File: config.mk
export PLATFORM = sky130hd
export DESIGN_NAME = card_shoe_dealer_flat
export DESIGN_NICKNAME = d
export VERILOG_FILES = /design/src/rtl/card_shoe_dealer_pkg.sv /design/src/rtl/card_shoe_dealer_if.sv /design/src/rtl/card_shoe_dealer_rank_ticker.sv /design/src/rtl/card_shoe_dealer.sv /design/src/flat_wrapper.sv
export SDC_FILE = /design/constraint.sdc
export NUM_CORES = 1
export LEC_CHECK = 0
export ABC_AREA = 1
export BUFFER_PORTS_ARGS = -buffer_cell sky130_fd_sc_hd__buf_2
export CAP_MARGIN = 20
export CORE_MARGIN = 2
export CORE_UTILIZATION = 45
export DETAILED_ROUTE_END_ITERATION = 8
export SYNTH_ARGS = -nofsm -noshare
export SYNTH_HDL_FRONTEND = slang
export SYNTH_SLANG_ARGS = --single-unit
File: constraint.sdc
create_clock -name clock -period 3 [get_ports clock]
set_input_delay 0.3 -clock clock [delete_from_list [all_inputs] [get_ports clock]]
set_output_delay 0.3 -clock clock [all_outputs]
set_load 0.02 [all_outputs]
File: src/rtl/card_shoe_dealer_pkg.sv
// Shared types and constants for the card shoe dealer: card encoding, rank
// limits, deck size and the dealer FSM state type.
package card_shoe_dealer_pkg;

  typedef logic [3:0] card_t;

  localparam card_t NO_CARD   = 4'd0;
  localparam card_t RANK_ACE  = 4'd1;
  localparam card_t RANK_KING = 4'd13;

  localparam int RANKS          = 13;
  localparam int CARDS_PER_DECK = 52;

  typedef enum logic {IDLE, SEARCH} shoe_state_t;

  // Successor in the cyclic rank order A,2..10,J,Q,K,A,...
  function automatic card_t next_rank(input card_t r);
    return (r == RANK_KING) ? RANK_ACE : card_t'(r + 4'd1);
  endfunction

endpackage

File: src/rtl/card_shoe_dealer_if.sv
// Request/response bundle between the game FSM (master) and the shoe dealer
// (slave); also fans the dealt card out to the datapath card registers.
interface card_shoe_dealer_if
  import card_shoe_dealer_pkg::*;
#(
  parameter int DECKS = 1
);
  localparam int CW = $clog2(CARDS_PER_DECK * DECKS + 1);

  logic          deal_req;
  logic          reshuffle;
  card_t         new_card;
  logic          card_valid;
  logic          busy;
  logic          deal_err;
  logic          shoe_empty;
  logic [CW-1:0] cards_left;

  modport master (
    output deal_req, reshuffle,
    input  new_card, card_valid, busy, deal_err, shoe_empty, cards_left
  );

  modport slave (
    input  deal_req, reshuffle,
    output new_card, card_valid, busy, deal_err, shoe_empty, cards_left
  );

endinterface

File: src/rtl/card_shoe_dealer_rank_ticker.sv
// Free-running rank ticker: cycles 1..13 every clock, never shows 0, 14 or 15.
module rank_ticker
  import card_shoe_dealer_pkg::*;
(
  input  logic  clock,
  input  logic  reset,
  output card_t rank
);

  // NOTE: sequential state uses non-blocking assignments so every flop
  // samples pre-edge values, whatever the order of always blocks.
  always_ff @(posedge clock or posedge reset) begin
    if (reset) rank <= RANK_ACE;
    else       rank <= next_rank(rank);
  end

endmodule

File: src/rtl/card_shoe_dealer.sv
// Finite-shoe card source: samples the rank ticker on a deal request and walks
// forward past exhausted ranks until it finds one with cards remaining.
module card_shoe_dealer
  import card_shoe_dealer_pkg::*;
#(
  parameter int DECKS = 1
)(
  input  logic                 clock,
  input  logic                 reset,
  card_shoe_dealer_if.slave    bus
);

  localparam int CW        = $clog2(CARDS_PER_DECK * DECKS + 1);
  localparam int CNT_W     = $clog2(4 * DECKS + 1);
  localparam logic [CW-1:0]    FULL_SHOE = CW'(CARDS_PER_DECK * DECKS);
  localparam logic [CNT_W-1:0] FULL_RANK = CNT_W'(4 * DECKS);

  shoe_state_t      state;
  card_t            ticker;
  card_t            probe;
  card_t            new_card;
  logic             card_valid;
  logic             busy;
  logic             deal_err;
  logic [CW-1:0]    cards_left;
  logic [CNT_W-1:0] rank_cnt [1:RANKS];

  rank_ticker u_ticker (
    .clock (clock),
    .reset (reset),
    .rank  (ticker)
  );

  always_ff @(posedge clock or posedge reset) begin
    if (reset) begin
      state      <= IDLE;
      probe      <= RANK_ACE;
      new_card   <= NO_CARD;
      card_valid <= 1'b0;
      busy       <= 1'b0;
      deal_err   <= 1'b0;
      cards_left <= FULL_SHOE;
      // NOTE: the count array is reset on purpose: a freshly reset shoe must
      // be full, so these are flops with a reset value, not a RAM.
      for (int r = 1; r <= RANKS; r++) rank_cnt[r] <= FULL_RANK;
    end else begin
      card_valid <= 1'b0;
      deal_err   <= 1'b0;
      if (bus.reshuffle) begin
        // Reshuffle beats everything, including an in-flight search.
        state      <= IDLE;
        new_card   <= NO_CARD;
        busy       <= 1'b0;
        cards_left <= FULL_SHOE;
        for (int r = 1; r <= RANKS; r++) rank_cnt[r] <= FULL_RANK;
      end else begin
        case (state)
          IDLE: begin
            if (bus.deal_req) begin
              if (cards_left == '0) begin
                deal_err <= 1'b1;
              end else begin
                probe <= ticker;
                busy  <= 1'b1;
                state <= SEARCH;
              end
            end
          end
          SEARCH: begin
            // Terminates: SEARCH is only entered with at least one card left.
            if (rank_cnt[probe] != '0) begin
              rank_cnt[probe] <= rank_cnt[probe] - 1'b1;
              cards_left      <= cards_left - 1'b1;
              new_card        <= probe;
              card_valid      <= 1'b1;
              busy            <= 1'b0;
              state           <= IDLE;
            end else begin
              probe <= next_rank(probe);
            end
          end
          default: state <= IDLE;
        endcase
      end
    end
  end

  assign bus.new_card   = new_card;
  assign bus.card_valid = card_valid;
  assign bus.busy       = busy;
  assign bus.deal_err   = deal_err;
  assign bus.cards_left = cards_left;
  assign bus.shoe_empty = (cards_left == '0);

endmodule
File: src/flat_wrapper.sv
// flat-port wrapper written by rule: the top's interface ports become plain ports
module card_shoe_dealer_flat import card_shoe_dealer_pkg::*;
#(
  parameter int DECKS = 1
)
  (clock, reset, bus_deal_req, bus_reshuffle, bus_new_card, bus_card_valid, bus_busy, bus_deal_err, bus_shoe_empty, bus_cards_left);
  card_shoe_dealer_if #(.DECKS(DECKS)) bus_i ();
  input  logic clock;
  input  logic reset;
  input wire logic [$bits(bus_i.deal_req)-1:0] bus_deal_req;
  input wire logic [$bits(bus_i.reshuffle)-1:0] bus_reshuffle;
  output wire logic [$bits(bus_i.new_card)-1:0] bus_new_card;
  output wire logic [$bits(bus_i.card_valid)-1:0] bus_card_valid;
  output wire logic [$bits(bus_i.busy)-1:0] bus_busy;
  output wire logic [$bits(bus_i.deal_err)-1:0] bus_deal_err;
  output wire logic [$bits(bus_i.shoe_empty)-1:0] bus_shoe_empty;
  output wire logic [$bits(bus_i.cards_left)-1:0] bus_cards_left;
  assign bus_i.deal_req = bus_deal_req;
  assign bus_i.reshuffle = bus_reshuffle;
  assign bus_new_card = bus_i.new_card;
  assign bus_card_valid = bus_i.card_valid;
  assign bus_busy = bus_i.busy;
  assign bus_deal_err = bus_i.deal_err;
  assign bus_shoe_empty = bus_i.shoe_empty;
  assign bus_cards_left = bus_i.cards_left;
  card_shoe_dealer #(.DECKS(DECKS)) u_core (.clock(clock), .reset(reset), .bus(bus_i));
endmodule
==> impl_metrics.csv <==
group,metric,value,unit
power,vdd_drop_max,0.320,mV
cells_and_area,syn_to_final_growth,11.4,%
power,combPwrFrac,38.0,%
drt,vias,2588,
clock_network,clkTransAtPathRegs,60,ps
critical_path,worstSetupStartpointType,"flip-flop",
run_status,status,"finished, final reports clean",
grt,grt_first_pass_wirelength,12700,um
critical_path,startpoint,"u_core.probe[0]",
sta,fin_skew,3.52,ps
sta,setup_tns,0,ps
yosys,synth.avg_cell_area,8.10,sq um
drt,wl_per_cell,15.1,um
sta,rsz0062_at_grt,"no",
power,power.internal,0.00176,W
yosys,syn-num-nets,394,
cells_and_area,layout-drive-gt1-share,21.2,%
power,switching_share,41.7,%
die,die_y,87.4,um
critical_path,critPathMaxStageDelay,590,ps
cells_and_area,diodes,0,
clock_network,clockRootBuffer,"clkbuf_8",
cells_and_area,nNetsFinal,420,
sta,period_share,91.1,%
critical_path,required,3280,ps
sta,worst_pin_slew,690,ps
power,power.leakage,1.71,nW
sta,finalSetupViolations,0,
clock_network,htree_levels,3,
drt,antenna_left,0,
critical_path,path_buf_inv,3,
critical_path,slowest_stage,"dfstp_2",
cells_and_area,final_common_cell,"nand2_1",
sta,fin_crit,2730,ps
place,dp_hpwl,5390,um
clock_network,clock_latency,350,ps
clock_network,cts_tree,"done",
grt,overflow,0,
critical_path,crit_path_max_fanout,15,
critical_path,crit_type,"flip-flop to flip-flop",
sta,whs,46.9,ps
grt,grt.total_usage,22.0,%
critical_path,end_kind,"flip-flop",
clock_network,clock_sinks,61,
drt,drc,0,
yosys,synth_cell_types,33,
yosys,synth_warnings,0,
critical_path,timing.rr.start,"u_core.probe[0]",
critical_path,cp_cell_sequence,"buf_4, nand2_4, nor2_4, inv_1, o22ai_1, o21bai_1, nor2_1, ha_1, ha_1, nor2_4, buf_4, nand3_1, nand2_1, nor2_1, a21oi_1",
sta,hold_viol,0,
power,p_sw,0.00125,W
power,clockPowerShare,20.8,%
grt,grt_pass1_vias,2545,
power,p_per_area,864,nW/um^2
drt,drt_wl_total,7500,um
yosys,yosysSeqAreaShare,49.5,%
power,pwr-share-seq,41.2,%
die,io_pins,18,
hold_path,hold_path_class,"input port to asynchronous set/reset pin",
sta,fmax,366,MHz
clock_network,post-cts-setup-buffers,0,
yosys,syn_area,3130,sq um
drt,first_pass_iters,4,
place,dpl_cell_area,3320,sq um
clock_network,cts_buffer_depth,2,
grt,grt_max_degree,32,
die,fp.dieW,87.4,um
die,core_area,6760,sq um
grt,antenna_found_initial,0,
place,gp_congestion,0.904,
die,dieArea,7630,sq um
cells_and_area,fin_area,3480,sq um
die,row_count,30,
die,start_util,46.3,%
sta,drv_slew,0,
yosys,yosys_register_bits,61,
sta,slew_headroom,53.9,%
flow_run,drv_cap,0,
cells_and_area,layout_common_cells,"nand2_1 (92), nor2_1 (43), dfrtp_1 (42)",
critical_path,cp.arrival,3010,ps
drt,routed_via_density,5.22,
yosys,netlist_instances,386,
critical_path,crit_family,"simple AND/OR/NAND/NOR gates",
drt,drt_iter0_markers,167,
clock_network,numCtsBuffers,9,
place,portBuffers,17,
## path summary, 6_finish.rpt
kind | endpoint | slack [ps] | depth (start not counted)
max | u_core.rank_cnt[23] | 270 | 15
min | u_core.bus.card_valid | 50 | 2
max reg2reg | u_core.rank_cnt[23] | 270 | 15
min reg2reg | u_core.u_ticker.rank[0] | 470 | 1
max in group asynchronous | u_core.rank_cnt[17] | 2280 | 3
min in group clock | u_core.bus.deal_err | 200 | 3
## power groups by stage
stage,Clock (W),Sequential (W),Combinational (W)
after detailed placement,0,0.00125,0.00114
after global placement,0,0.00125,0.00113
after global routing,0.000671,0.00127,0.00129
after floorplan,0,0.00125,0.000818
final,0.000625,0.00124,0.00114
after CTS,0.000638,0.00124,0.00115
## kinds of logic (layout without fill, tap and decap cells)
| group | Yosys count | after routing | share of synthesized area (%) |
|---|---|---|---|
| flops | 61 | 61 | 49.5 |
| fa+ha+maj | 4 | 4 | 1.60 |
| simple gates | 192 | 192 | 28.1 |
| compound gates | 72 | 72 | 12.7 |
| xor+xnor | 1 | 1 | 0.280 |
| buf+inv | 56 | 86 | 7.80 |
## cells in the mapped netlist
cell type	n	area (sq um)
o21ai_1	2	10.0
ha_1	4	50.1
a31oi_1	1	6.26
nand3_2	5	50.1
o21ai_0	28	140
a21oi_1	21	105
o22ai_1	12	75.1
o22a_1	1	8.76
nand3_1	31	155
clkbuf_1	4	15.0
nor2_2	4	25.0
nand2_4	1	11.3
nand4_1	2	12.5
buf_1	2	7.51
nand2_2	3	18.8
dfstp_2	18	473
o21a_1	1	7.51
nor2_4	5	56.3
nand3_4	1	17.5
dfrtp_1	43	1080
nor2_1	44	165
or2_2	1	6.26
o21bai_1	1	7.51
inv_4	1	6.26
nand2_1	92	345
xor2_1	1	8.76
inv_1	37	139
nor3_1	3	15.0
inv_2	7	26.3
buf_2	1	5.00
a22oi_1	4	30.0
a211oi_1	1	7.51
buf_6	4	45.0
## per-layer routing
layer / vias to the layer above / GRT usage, % / routed length [um]
met4: 0 / 6.71 / 104
met3: 9 / 6.64 / 327
li1: 1304 / - / -
met2: 48 / 35.2 / 3580
met1: 1227 / 28.8 / 3480
met5: - / 0 / 0
## worst reg2reg max path, stage by stage (launching register included)
cell      delay [ps]
dfstp_2          590
buf_4            190
nand2_4           70
nor2_4           110
inv_1             70
o22ai_1          140
o21bai_1         140
nor2_1            70
ha_1             180
ha_1             230
nor2_4           120
buf_4            240
nand3_1          210
nand2_1          130
nor2_1            40
a21oi_1          130
## through the flow
stage / instances / total power [W] / utilization (%) / worst slack, ps
after floorplan: 386 / 0.00206 / - / 531
after global placement: 481 / 0.00238 / 49.1 / 239
after detailed placement: 481 / 0.00240 / 49.1 / 161
after CTS: 496 / 0.00303 / 51.5 / 113
after global routing: 496 / 0.00323 / 51.6 / 41.4
final: 496 / 0.00301 / 51.6 / 268
## registers in the layout, summed over array words and instances (netlist names)
| name | count |
|---|---|
| u_core.bus.cards_left | 6 |
| u_core.bus.card_valid | 1 |
| u_core.state | 1 |
| u_core.u_ticker.rank | 4 |
| u_core.bus.new_card | 4 |
| u_core.probe | 4 |
| u_core.bus.deal_err | 1 |
| u_core.rank_cnt | 39 |
| u_core.bus.busy | 1 |
## cell type report
class | instances | area [sq um]
Clock inverter | 2 | 10.0
Tap cell | 80 | 100
Clock buffer | 13 | 149
Inverter | 45 | 171
Sequential cell | 61 | 1550
Fill cell | 655 | 3270
Multi-Input combinational cell | 269 | 1340
Timing Repair Buffer | 26 | 165
## timing repair
action / CTS / global route
hold buffers: 0 / 0
endpoints found under the setup margin: 0 / 39
resized for setup: 0 / 3
Power figures use the tool's default switching activity.
